[src/rtl/pipeline_pkg.sv]
// Shared fetch/decode pipeline types and constants.
package pipeline_pkg;

  typedef enum logic [1:0] {
    IDLE = 2'd0,
    REQ  = 2'd1,
    WAIT = 2'd2,
    HAVE = 2'd3
  } fetch_state_t;

  localparam logic [31:0] INSTR_NOP = 32'h0000_0000;
  localparam logic [31:0] PC_STEP   = 32'd4;

endpackage

[src/rtl/fetch_unit.sv]
// Fetch stage: owns the PC, keeps one imem request in flight, and feeds the
// FD register with an instruction, PC+4 and a bubble strobe.
module fetch_unit
  import pipeline_pkg::*;
#(
  parameter logic [31:0] RESET_PC = 32'h0000_0000
) (
  input  logic        clk,
  input  logic        rst_n,
  input  logic        haz_enable,
  input  logic        pc_src_d,
  input  logic [31:0] pc_target_d,
  output logic        imem_req,
  output logic [31:0] imem_addr,
  input  logic        imem_ready,
  input  logic        imem_rvalid,
  input  logic [31:0] imem_rdata,
  output logic [31:0] instr_f,
  output logic [31:0] pc_plus_4_f,
  output logic        sig_clr_fd
);

  fetch_state_t state;
  logic [31:0]  pc;
  logic [31:0]  ibuf;
  logic         drop;
  logic         redirect;

  // A decode redirect only counts when the FD register is actually capturing.
  assign redirect = haz_enable & pc_src_d;

  // Request/response outputs come straight from registered state.
  assign imem_req    = (state == REQ);
  assign imem_addr   = pc;
  assign instr_f     = (state == HAVE) ? ibuf : INSTR_NOP;
  assign pc_plus_4_f = pc + PC_STEP;

  // Bubble whenever FD captures without a valid fetched instruction, or the
  // buffered one is being squashed. Never while stalled, so a held decode
  // instruction survives; forced low while reset is asserted.
  assign sig_clr_fd  = rst_n & haz_enable & ((state != HAVE) | pc_src_d);

  // Fetch FSM with inline PC register, drop flag and one-entry buffer.
  always_ff @(posedge clk or negedge rst_n) begin
    if (!rst_n) begin
      state <= IDLE;
      pc    <= RESET_PC;
      ibuf  <= INSTR_NOP;
      drop  <= 1'b0;
    end else begin
      case (state)
        IDLE: begin
          if (redirect) pc <= pc_target_d;
          state <= REQ;
        end
        REQ: begin
          // Address may only move while the request is still unaccepted.
          if (redirect) pc <= pc_target_d;
          if (imem_ready) begin
            state <= WAIT;
            // Accepted with the old address but redirected: squash the reply.
            drop  <= redirect;
          end
        end
        WAIT: begin
          if (redirect) pc <= pc_target_d;
          if (imem_rvalid) begin
            if (drop | redirect) begin
              drop  <= 1'b0;
              state <= REQ;
            end else begin
              ibuf  <= imem_rdata;
              state <= HAVE;
            end
          end else if (redirect) begin
            drop <= 1'b1;
          end
        end
        HAVE: begin
          if (redirect) begin
            pc    <= pc_target_d;
            state <= REQ;
          end else if (haz_enable) begin
            pc    <= pc + PC_STEP;
            state <= REQ;
          end
        end
        default: state <= IDLE;
      endcase
    end
  end

endmodule

[config.mk]
export PLATFORM = sky130hd
export DESIGN_NAME = fetch_unit
export DESIGN_NICKNAME = d
export VERILOG_FILES = /design/src/rtl/pipeline_pkg.sv /design/src/rtl/fetch_unit.sv
export SDC_FILE = /design/constraint.sdc
export NUM_CORES = 1
export LEC_CHECK = 0
export CORE_MARGIN = 2
export CORE_UTILIZATION = 43
export DETAILED_ROUTE_END_ITERATION = 16
export PLACE_DENSITY = 0.78
export SETUP_SLACK_MARGIN = 0.2
export SLEW_MARGIN = 20
export SYNTH_ARGS = -nofsm -noshare
export SYNTH_HDL_FRONTEND = slang
export SYNTH_SLANG_ARGS = --single-unit
[constraint.sdc]
create_clock -name clk -period 3.3 [get_ports clk]
set_input_delay 0.66 -clock clk [delete_from_list [all_inputs] [get_ports clk]]
set_output_delay 0.66 -clock clk [all_outputs]
set_load 0.05 [all_outputs]
==> results.sh, run 1 <==
export IMPL_busiest_layer="met2"
export IMPL_required_ns=2.64
export IMPL_rsz0062_at_grt="yes"
export IMPL_hpwl_mm=8.29
export IMPL_die_height_um=99.6
export IMPL_syn_to_final_growth_pct=60.2
export IMPL_io_buffer_count=167
export IMPL_setup_tns_final_ns=0
export IMPL_grt_use_total_pct=23.9
export IMPL_ir_drop_mv=0.531
export IMPL_p_per_area_mw_per_mm2=1090
export IMPL_cts_hold_buffers=0
export IMPL_ys_async_sr_fraction_pct=100
export IMPL_gp_congestion=0.834
export IMPL_synth_xor_area_share_pct=6.23
export IMPL_ys_flop_type="dfrtp_1"
export IMPL_initial_core_util_pct=44.7
export IMPL_layout_min_cycle_time_ns=3.14
export IMPL_syn_nets=498
export IMPL_setup_violations=0
export IMPL_critical_path_peak_fanout=4
export IMPL_max_slew_margin_pct=38.9
export IMPL_finalCritPeriodShare_pct=95.3
export IMPL_cts_tree="yes"
export IMPL_critPathKind="register to primary output"
export IMPL_synth_seq_cells=67
export IMPL_met1_usage_pct=28.3
export IMPL_syn_area_mm2=0.00393
export IMPL_antenna_cells=0
export IMPL_end_kind="primary output"
export IMPL_synth_edf_count=0
export IMPL_grt_max_degree=68
export IMPL_die_w_um=99.6
export IMPL_worst_pin_slew_ns=0.917
export IMPL_synthAdderAreaFrac_pct=1.59
export IMPL_io_pins=168
export IMPL_outcome="finished, final reports clean"
export IMPL_clkTransAtPathRegs_ns=0.07
export IMPL_drt_iter0_drc=142
export IMPL_viasPerCell=5.47
export IMPL_final_nets=674
export IMPL_vias=3897
export IMPL_cts_sinks=67
export IMPL_yosysUniqueCellTypes=46
export IMPL_syn_inst=423
export IMPL_crit_arrival_ns=2.48
export IMPL_worstSkewPairLatency_ns=0.34
export IMPL_ys_warn_count=0
export IMPL_layout_drive_gt1_share_pct=22.4
export IMPL_drc=0
export IMPL_wl_per_cell_um=16.5
export IMPL_ant_nets=0
export IMPL_synth_mux_area_share_pct=10.4
export IMPL_grt_pass1_wl_mm=19.1
export IMPL_num_rows=34
export IMPL_clockBufferDepth=2
export IMPL_leakage_nw=2.65
export IMPL_dp_cells=680
export IMPL_gr_usage_met2_pct=42.0
export IMPL_synth_compound_area_share_pct=13.3
export IMPL_finalClockSkew_ns=0.00767
export IMPL_met3_usage_pct=7.03
export IMPL_max_cap_viol_count=0
export IMPL_firstDrtPassIters=4
export IMPL_cts_made_buffers=9
export IMPL_final_cells=712
export IMPL_htreeDepth=3
export IMPL_drv_slew=0
export IMPL_max_freq_mhz=318
export IMPL_synth_top_family_by_area="simple AND/OR/NAND/NOR gates"
export IMPL_syn_mean_instance_area_um2=9.30
export IMPL_wl_mm=11.8
export IMPL_dieArea_mm2=0.00993
export IMPL_start_kind="register"
export IMPL_synthSimpleGateAreaFrac_pct=21.4
export IMPL_grt_pass1_vias=3963
export IMPL_grt_remaining_overflow=0
export IMPL_yosysSeqAreaShare_pct=42.6
export IMPL_finalHoldViolCount=0
export IMPL_cts_root_buf="clkbuf_8"
export IMPL_holdCritPathClass="register to register"
export IMPL_coreArea_mm2=0.00881
export IMPL_grt_antenna_before_repair=0
-- flip-flops by register name, indices dropped and copies added (netlist names) --
register	flops
imem_addr	32
state	2
drop	1
ibuf	32
-- where the power goes --
part           leakage, nW  switching [W]  total (W)  internal [W]
Clock               0.0950       0.000336   0.000682      0.000346
Combinational         1.77        0.00277    0.00447       0.00170
Sequential           0.790       0.000458    0.00169       0.00123
-- synth_stat cells (all sizes together), types with 4 or more instances --
| cell | number | area share, % |
|---|---|---|
| a21oi | 23 | 2.9 |
| a2bb2oi | 11 | 2.4 |
| and2 | 36 | 5.7 |
| buf | 4 | 0.60 |
| clkbuf | 26 | 2.5 |
| dfrtp | 67 | 43 |
| ha | 5 | 1.6 |
| inv | 14 | 1.3 |
| mux2 | 35 | 10 |
| nand2 | 44 | 4.2 |
| nand3 | 23 | 3.1 |
| nand4 | 10 | 1.7 |
| nor2 | 17 | 1.6 |
| nor3 | 12 | 1.5 |
| o21ai | 16 | 2.0 |
| o22ai | 14 | 2.2 |
| xnor2 | 18 | 4.0 |
| xor2 | 10 | 2.2 |
-- area by class of cell --
cell class | instances | area, um2
Fill cell | 659 | 2500
Multi-Input combinational cell | 312 | 2300
Timing Repair Buffer | 195 | 1930
Sequential cell | 67 | 1690
Tap cell | 108 | 135
Clock buffer | 9 | 124
Clock inverter | 7 | 68.8
Inverter | 14 | 52.6
-- worst max-delay path, cell delays in order, from the launching register on --
cell and delay (ns):
dfrtp_2 0.41, ha_4 0.16, nand3_4 0.07, or4_4 0.44
or4_4 0.47, or2_4 0.28, xnor2_4 0.15, buf_12 0.16
-- per-stage QoR --
| stage | power, W | hold slack (ns) | util, % | instance area [um2] | worst slack [ns] |
|---|---|---|---|---|---|
| global placement | 0.00596 | 0.479 | 67.1 | 5910 | 0.345 |
| CTS | 0.00683 | 0.503 | 70.5 | 6210 | 0.0358 |
| finish | 0.00684 | 0.501 | 71.6 | 6300 | 0.156 |
| global route | 0.00719 | 0.518 | 71.6 | 6300 | 0.0802 |
| detailed placement | 0.00606 | 0.486 | 67.1 | 5910 | 0.314 |
| floorplan | 0.00460 | 0.364 | - | 4070 | 0.0788 |
-- cell families after synthesis --
| family | count (synthesis) |
|---|---|
| muxes | 36 |
| buffers and inverters | 44 |
| AOI/OAI and AO/OA | 82 |
| DFF | 67 |
| xor gates and xnor gates | 28 |
| adders and majority gates | 5 |
| and+or+nand+nor | 161 |
-- final timing paths --
check | from | end | slack, ns | cells past startpoint
hold reg to reg | ibuf[12]$_DFFE_PN0P_ | ibuf[12]$_DFFE_PN0P_ | 0.50 | 1
setup reg to reg | imem_addr[2]$_DFFE_PN0P_ | imem_addr[26]$_DFFE_PN0P_ | 0.94 | 7
min in group asynchronous | rst_n | ibuf[15]$_DFFE_PN0P_ | 0.61 | 2
setup / recovery | imem_addr[2]$_DFFE_PN0P_ | pc_plus_4_f[26] | 0.16 | 7
hold / removal | ibuf[12]$_DFFE_PN0P_ | ibuf[12]$_DFFE_PN0P_ | 0.50 | 1
max in group asynchronous | rst_n | imem_addr[5]$_DFFE_PN0P_ | 2.07 | 2
-- per-layer routing --
layer	part of all wire [%]	up-vias
li1	-	1833
met1	40	1893
met2	50	161
met3	8.2	10
met4	1.1	0
met5	0	-
-- placed cells by master, fill, tap and decap left out, types with 3 or more instances in the layout --
cell             instances
a211o_1                  3
a21oi_1                 23
a22oi_1                  3
a2bb2oi_1               11
a31oi_1                  3
and2_1                  35
and3_1                   3
and4_1                   3
buf_12                   8
buf_4                   36
clkbuf_8                 9
clkdlybuf4s50_1        142
clkinv_2                 3
dfrtp_1                 57
dfrtp_2                 10
dlygate4sd2_1            3
ha_1                     3
inv_1                   13
mux2_2                  34
nand2_1                 44
nand3_1                 21
nand4_1                  9
nor2_1                  15
nor3_1                  11
o21ai_0                 16
o22ai_1                 14
xnor2_1                 11
xnor2_2                  6
xor2_1                   5
xor2_2                   3
-- what timing repair did --
item | in CTS | in global routing
pin swaps | 6 | 4
gates resized for setup | 9 | 19
endpoints found under the hold margin | 0 | 0
setup endpoints to repair | 42 | 33
buffers inserted | 13 | 3
(Power assumes the default switching activity.)
==> run 2: changes to the inputs <==
clock period = 3.36 ns   (was 3.3 ns; I/O delays follow)
==> run 2 against run 1 <==
  * Final area shrank 0.22%
  * Critical endpoint is now pc_plus_4_f[31]
  * Clock power barely moved
  * Largest cell class unchanged
  * Total power shrank 1.3%
  * Highest routed layer unchanged
  * Via count grew 0.98%
==> results.sh, run 2 (synthesis gave the netlist of run 1 again) <==
export IMPL_dieArea_mm2=0.00993
export IMPL_rsz0062_at_grt="yes"
export IMPL_cts_root_buf="clkbuf_8"
export IMPL_ant_nets=0
export IMPL_internal_power_w=0.00325
export IMPL_setup_violations=0
export IMPL_cts_sinks=67
export IMPL_setup_tns_final_ns=0
export IMPL_die_w_um=99.6
export IMPL_grt_max_degree=68
export IMPL_drv_slew=0
export IMPL_rr_worst_depth=7
export IMPL_holdCritPathClass="register to register"
export IMPL_cts_hold_buffers=0
export IMPL_cts_made_buffers=9
export IMPL_p_switching_w=0.00350
export IMPL_worstSkewPairLatency_ns=0.35
export IMPL_p_seq_share_pct=24.4
export IMPL_r2r_end="imem_addr[30]$_DFFE_PN0P_"
export IMPL_ir_drop_mv=0.801
export IMPL_final_cells=713
export IMPL_leakage_nw=2.69
export IMPL_worst_pin_slew_ns=0.905
export IMPL_required_ns=2.69
export IMPL_grt_remaining_overflow=0
export IMPL_final_cell_mix="clkdlybuf4s50_1, dfrtp_1, nand2_1"
export IMPL_min_from="ibuf[30]$_DFFE_PN0P_"
export IMPL_antenna_cells=0
export IMPL_num_rows=34
export IMPL_p_clk_share_pct=10.1
export IMPL_final_common_cell="clkdlybuf4s50_1"
export IMPL_coreArea_mm2=0.00881
export IMPL_drc=0
export IMPL_fin_hold_ws_ns=0.502
export IMPL_grt_use_total_pct=24.8
export IMPL_viasPerCell=5.52
export IMPL_die_height_um=99.6
export IMPL_firstDrtPassIters=4
export IMPL_rrSetupSlack_ns=1.04
export IMPL_start_kind="register"
export IMPL_drt_iter0_drc=176
export IMPL_finalCritPeriodShare_pct=93.9
export IMPL_r2r_start="imem_addr[3]$_DFFE_PN0P_"
export IMPL_crit_arrival_ns=2.48
export IMPL_finalHoldViolCount=0
export IMPL_dp_cells=680
export IMPL_initial_core_util_pct=44.7
export IMPL_io_buffer_count=167
export IMPL_post_place_ws_ns=0.254
export IMPL_clkTransAtPathRegs_ns=0.07
export IMPL_cts_tree="yes"
export IMPL_critPathKind="register to primary output"
export IMPL_grt_pass1_vias=4014
export IMPL_max_slew_margin_pct=39.7
export IMPL_hpwl_mm=8.47
export IMPL_min_to="ibuf[30]$_DFFE_PN0P_"
export IMPL_max_cap_viol_count=0
export IMPL_combPwrFrac_pct=65.5
export IMPL_switching_share_pct=51.9
export IMPL_outcome="finished, final reports clean"
export IMPL_layout_drive_gt1_share_pct=22.1
export IMPL_final_nets=675
export IMPL_finalClockSkew_ns=0.00665
export IMPL_p_per_area_mw_per_mm2=1070
export IMPL_io_pins=168
export IMPL_fin_total_pwr_w=0.00675
export IMPL_end_kind="primary output"
export IMPL_vias=3935
export IMPL_clockBufferDepth=2
export IMPL_wl_per_cell_um=17.0
export IMPL_fin_ws_ns=0.203
export IMPL_syn_to_final_growth_pct=59.9
export IMPL_critical_path_peak_fanout=12
export IMPL_htreeDepth=3
export IMPL_layout_min_cycle_time_ns=3.16
export IMPL_wl_mm=12.1
export IMPL_hold_depth=1
export IMPL_gp_congestion=0.860
export IMPL_grt_pass1_wl_mm=19.8
export IMPL_grt_antenna_before_repair=0
export IMPL_max_freq_mhz=317
[run 2: through the flow]
| stage | instance area (um2) | util, % |
|---|---|---|
| 2_1_floorplan | 4070 | - |
| 3_3_place_gp | 5890 | 66.9 |
| 3_5_place_dp | 5890 | 66.9 |
| 4_1_cts | 6230 | 70.7 |
| 5_1_grt | 6290 | 71.4 |
| 6_report | 6290 | 71.4 |
[run 2: power by group through the flow]
stage / Clock [W] / Sequential [W] / Combinational [W]
2_1_floorplan: 0 / 0.00222 / 0.00228
3_3_place_gp: 0 / 0.00165 / 0.00419
4_1_cts: 0.000692 / 0.00163 / 0.00442
5_1_grt: 0.000731 / 0.00171 / 0.00465
6_report: 0.000681 / 0.00165 / 0.00442
3_5_place_dp: 0 / 0.00168 / 0.00425
[run 2: how the worst max path moves through the flow]
stage / to / depth (start not counted) / start / slack [ns]
2_1_floorplan: pc_plus_4_f[26] / 7 / imem_addr[2]$_DFFE_PN0P_ / 0.04
3_3_place_gp: pc_plus_4_f[26] / 7 / imem_addr[2]$_DFFE_PN0P_ / 0.27
3_5_place_dp: pc_plus_4_f[26] / 7 / imem_addr[2]$_DFFE_PN0P_ / 0.25
4_1_cts: pc_plus_4_f[26] / 7 / imem_addr[3]$_DFFE_PN0P_ / 0.1
5_1_grt: pc_plus_4_f[31] / 8 / imem_addr[2]$_DFFE_PN0P_ / 0.09
6_report: pc_plus_4_f[31] / 8 / imem_addr[2]$_DFFE_PN0P_ / 0.20
[run 2: what timing repair did]
item / in CTS / in global routing
pin swaps: 5 / 3
endpoints found under the setup margin: 39 / 46
buffers inserted: 15 / 2
resized for setup: 10 / 12
[run 2: final cells by class]
type | count | area [um2]
clock buffers | 11 | 141
clock inverters | 5 | 52.6
fillers | 660 | 2520
inverters | 14 | 52.6
multi-input cells | 312 | 2280
flip-flops and latches | 67 | 1690
well taps | 108 | 135
repair buffers | 196 | 1940
[run 2: metal layers]
layer / GRT usage, % / share of wire (%) / vias up
met4: 8.01 / 1.8 / 0
li1: - / - / 1838
met5: 0 / 0 / -
met2: 41.7 / 49 / 186
met3: 7.31 / 9.1 / 20
met1: 30.8 / 40 / 1891
[run 2: critical path: stages, from the launching register on]
cell	delay [ns]
dfrtp_2	0.39
buf_4	0.14
nand4_1	0.26
nor4_4	0.33
buf_4	0.24
nand3_1	0.12
nor2_1	0.19
xor2_1	0.27
buf_12	0.18
==> run 3: changes to the inputs <==
CORE_UTILIZATION = 46   (was 43)
PLACE_DENSITY = 0.83   (was 0.78)
clock period = 3.8 ns   (was 3.36 ns; I/O delays follow)
==> run 3 against run 2 <==
  * Clock power fell by 5.7%
  * Clock-buffer cell count is 2 higher
  * Non-clock buffer count fell by 20
  * Via count shrank 2.1%
  * Critical path type unchanged
==> results.sh, run 3 (synthesis gave the netlist of run 1 again) <==
export IMPL_ir_drop_mv=0.434
export IMPL_dpl_cell_area_mm2=0.00579
export IMPL_viasPerCell=5.58
export IMPL_num_rows=33
export IMPL_holdCritPathClass="register to register"
export IMPL_max_cap_viol_count=0
export IMPL_finalClockSkew_ns=0.0119
export IMPL_grt_antenna_before_repair=0
export IMPL_leakage_nw=2.54
export IMPL_seq_area_mm2=0.00168
export IMPL_internal_power_w=0.00281
export IMPL_cts_hold_buffers=0
export IMPL_drv_slew=0
export IMPL_end_kind="primary output"
export IMPL_io_buffer_count=167
export IMPL_finalCritPeriodShare_pct=92.4
export IMPL_r2r_start="imem_addr[2]$_DFFE_PN0P_"
export IMPL_outcome="finished, final reports clean"
export IMPL_cts_sinks=67
export IMPL_slowest_stage="or4_4"
export IMPL_wl_mm=11.7
export IMPL_r2r_end="imem_addr[26]$_DFFE_PN0P_"
export IMPL_coreArea_mm2=0.00826
export IMPL_grt_pass1_wl_mm=18.4
export IMPL_max_slew_margin_pct=38.7
export IMPL_firstDrtPassIters=4
export IMPL_min_from="ibuf[15]$_DFFE_PN0P_"
export IMPL_drc=0
export IMPL_final_nets=655
export IMPL_rsz0062_at_grt="yes"
export IMPL_required_ns=3.04
export IMPL_grt_max_degree=68
export IMPL_combPwrFrac_pct=64.2
export IMPL_grt_pass1_vias=3751
export IMPL_crit_arrival_ns=2.75
export IMPL_grt_use_total_pct=25.3
export IMPL_max_freq_mhz=285
export IMPL_cpMostUsedCell="or4_4"
export IMPL_final_common_cell="clkdlybuf4s50_1"
export IMPL_gp_congestion=0.784
export IMPL_wl_per_cell_um=16.9
export IMPL_die_w_um=96.5
export IMPL_p_clk_share_pct=11.0
export IMPL_dieArea_mm2=0.00931
export IMPL_die_height_um=96.5
export IMPL_multi_input_area_mm2=0.00218
export IMPL_initial_core_util_pct=47.6
export IMPL_io_pins=168
export IMPL_setup_tns_final_ns=0
export IMPL_worst_pin_slew_ns=0.919
export IMPL_p_per_area_mw_per_mm2=965
export IMPL_design_area_mm2=0.00606
export IMPL_setup_violations=0
export IMPL_layout_drive_gt1_share_pct=14.0
export IMPL_critical_path_peak_fanout=8
export IMPL_p_switching_w=0.00303
export IMPL_start_kind="register"
export IMPL_worstSkewPairLatency_ns=0.34
export IMPL_rr_worst_depth=6
export IMPL_drt_iter0_drc=231
export IMPL_p_seq_share_pct=24.9
export IMPL_fillers=633
export IMPL_switching_share_pct=51.9
export IMPL_min_to="ibuf[15]$_DFFE_PN0P_"
export IMPL_hpwl_mm=8.42
export IMPL_critPathKind="register to primary output"
export IMPL_cpPeakStageDelay_ns=0.52
export IMPL_path_cells="ha_2 > nand3_4 > or4_4 > or4_4 > or2_4 > xnor2_4 > buf_12"
export IMPL_antenna_cells=0
export IMPL_grt_remaining_overflow=0
export IMPL_cts_made_buffers=9
export IMPL_finalHoldViolCount=0
export IMPL_cts_root_buf="clkbuf_8"
export IMPL_rrSetupSlack_ns=1.27
export IMPL_layout_min_cycle_time_ns=3.51
export IMPL_vias=3852
export IMPL_final_cell_mix="clkdlybuf4s50_1, dfrtp_1, nand2_1"
export IMPL_ant_nets=0
export IMPL_hold_depth=1
export IMPL_htreeDepth=3
export IMPL_cts_tree="yes"
export IMPL_clkTransAtPathRegs_ns=0.08
export IMPL_clockBufferDepth=2
export IMPL_syn_to_final_growth_pct=54.0
[run 3: cell types whose count changed in the layout (fill, tap and decap cells not counted), sizes merged]
cell,change
buf,-34
clkdlybuf4s50,+13
clkinv,-3
clkbuf,+2
dlymetal6s2s,+2
clkinvlp,+1
dlygate4sd2,-1
[run 3: final cells by class]
type	instances	area share (%)
clock inverters	3	0.744
inverters	14	0.868
clock buffers	13	2.79
flip-flops and latches	67	27.7
multi-input cells	312	36.0
well taps	105	2.17
repair buffers	176	29.8
[run 3: worst max path at each step]
stage          cells after the start  slack [ns]              end                     start
2_1_floorplan                      7        0.18  pc_plus_4_f[26]  imem_addr[3]$_DFFE_PN0P_
3_3_place_gp                       7        0.43  pc_plus_4_f[26]  imem_addr[2]$_DFFE_PN0P_
3_5_place_dp                       7        0.38  pc_plus_4_f[26]  imem_addr[2]$_DFFE_PN0P_
4_1_cts                            6        0.10  pc_plus_4_f[16]  imem_addr[2]$_DFFE_PN0P_
5_1_grt                            6        0.19  pc_plus_4_f[15]  imem_addr[4]$_DFFE_PN0P_
6_report                           7        0.29  pc_plus_4_f[26]  imem_addr[2]$_DFFE_PN0P_
[run 3: worst max-delay path, delay by kind of cell, from the launching register on]
kind / cells / cell delay [ns]
buffers and inverters: 1 / 0.15
adder cells (fa/ha/maj): 1 / 0.26
flip-flops: 1 / 0.43
XOR/XNOR: 1 / 0.16
AND/OR/NAND/NOR: 4 / 1.41
[run 3: routing by layer]
metal | track usage (%) | vias to the layer above | routed length [um]
met1 | 30.9 | 1846 | 4550
met2 | 42.5 | 189 | 5750
li1 | - | 1800 | -
met4 | 8.45 | 0 | 193
met3 | 7.91 | 17 | 1180
met5 | 0 | - | 0
[run 3: metrics by stage]
stage / total power [W] / utilization, % / instances / hold WS [ns] / setup WS (ns)
floorplan: 0.00392 / - / 423 / 0.464 / 0.182
global placement: 0.00511 / 70.1 / 673 / 0.479 / 0.430
detailed placement: 0.00519 / 70.1 / 673 / 0.487 / 0.380
CTS: 0.00584 / 72.8 / 689 / 0.504 / 0.103
global route: 0.00613 / 73.3 / 690 / 0.519 / 0.190
finish: 0.00584 / 73.3 / 690 / 0.501 / 0.287
[run 3: power by group through the flow]
| stage | Sequential (W) | Combinational [W] | Clock [W] |
|---|---|---|---|
| after global placement | 0.00142 | 0.00369 | 0 |
| final | 0.00145 | 0.00375 | 0.000642 |
| after global routing | 0.00151 | 0.00395 | 0.000675 |
| after CTS | 0.00144 | 0.00375 | 0.000645 |
| after detailed placement | 0.00146 | 0.00374 | 0 |
| after floorplan | 0.00194 | 0.00197 | 0 |
[run 3: timing repair]
action,CTS,global route
gates resized for setup,3,12
buffers inserted,0,1
gates cloned,0,0
setup endpoints to repair,7,15
pin swaps,0,1
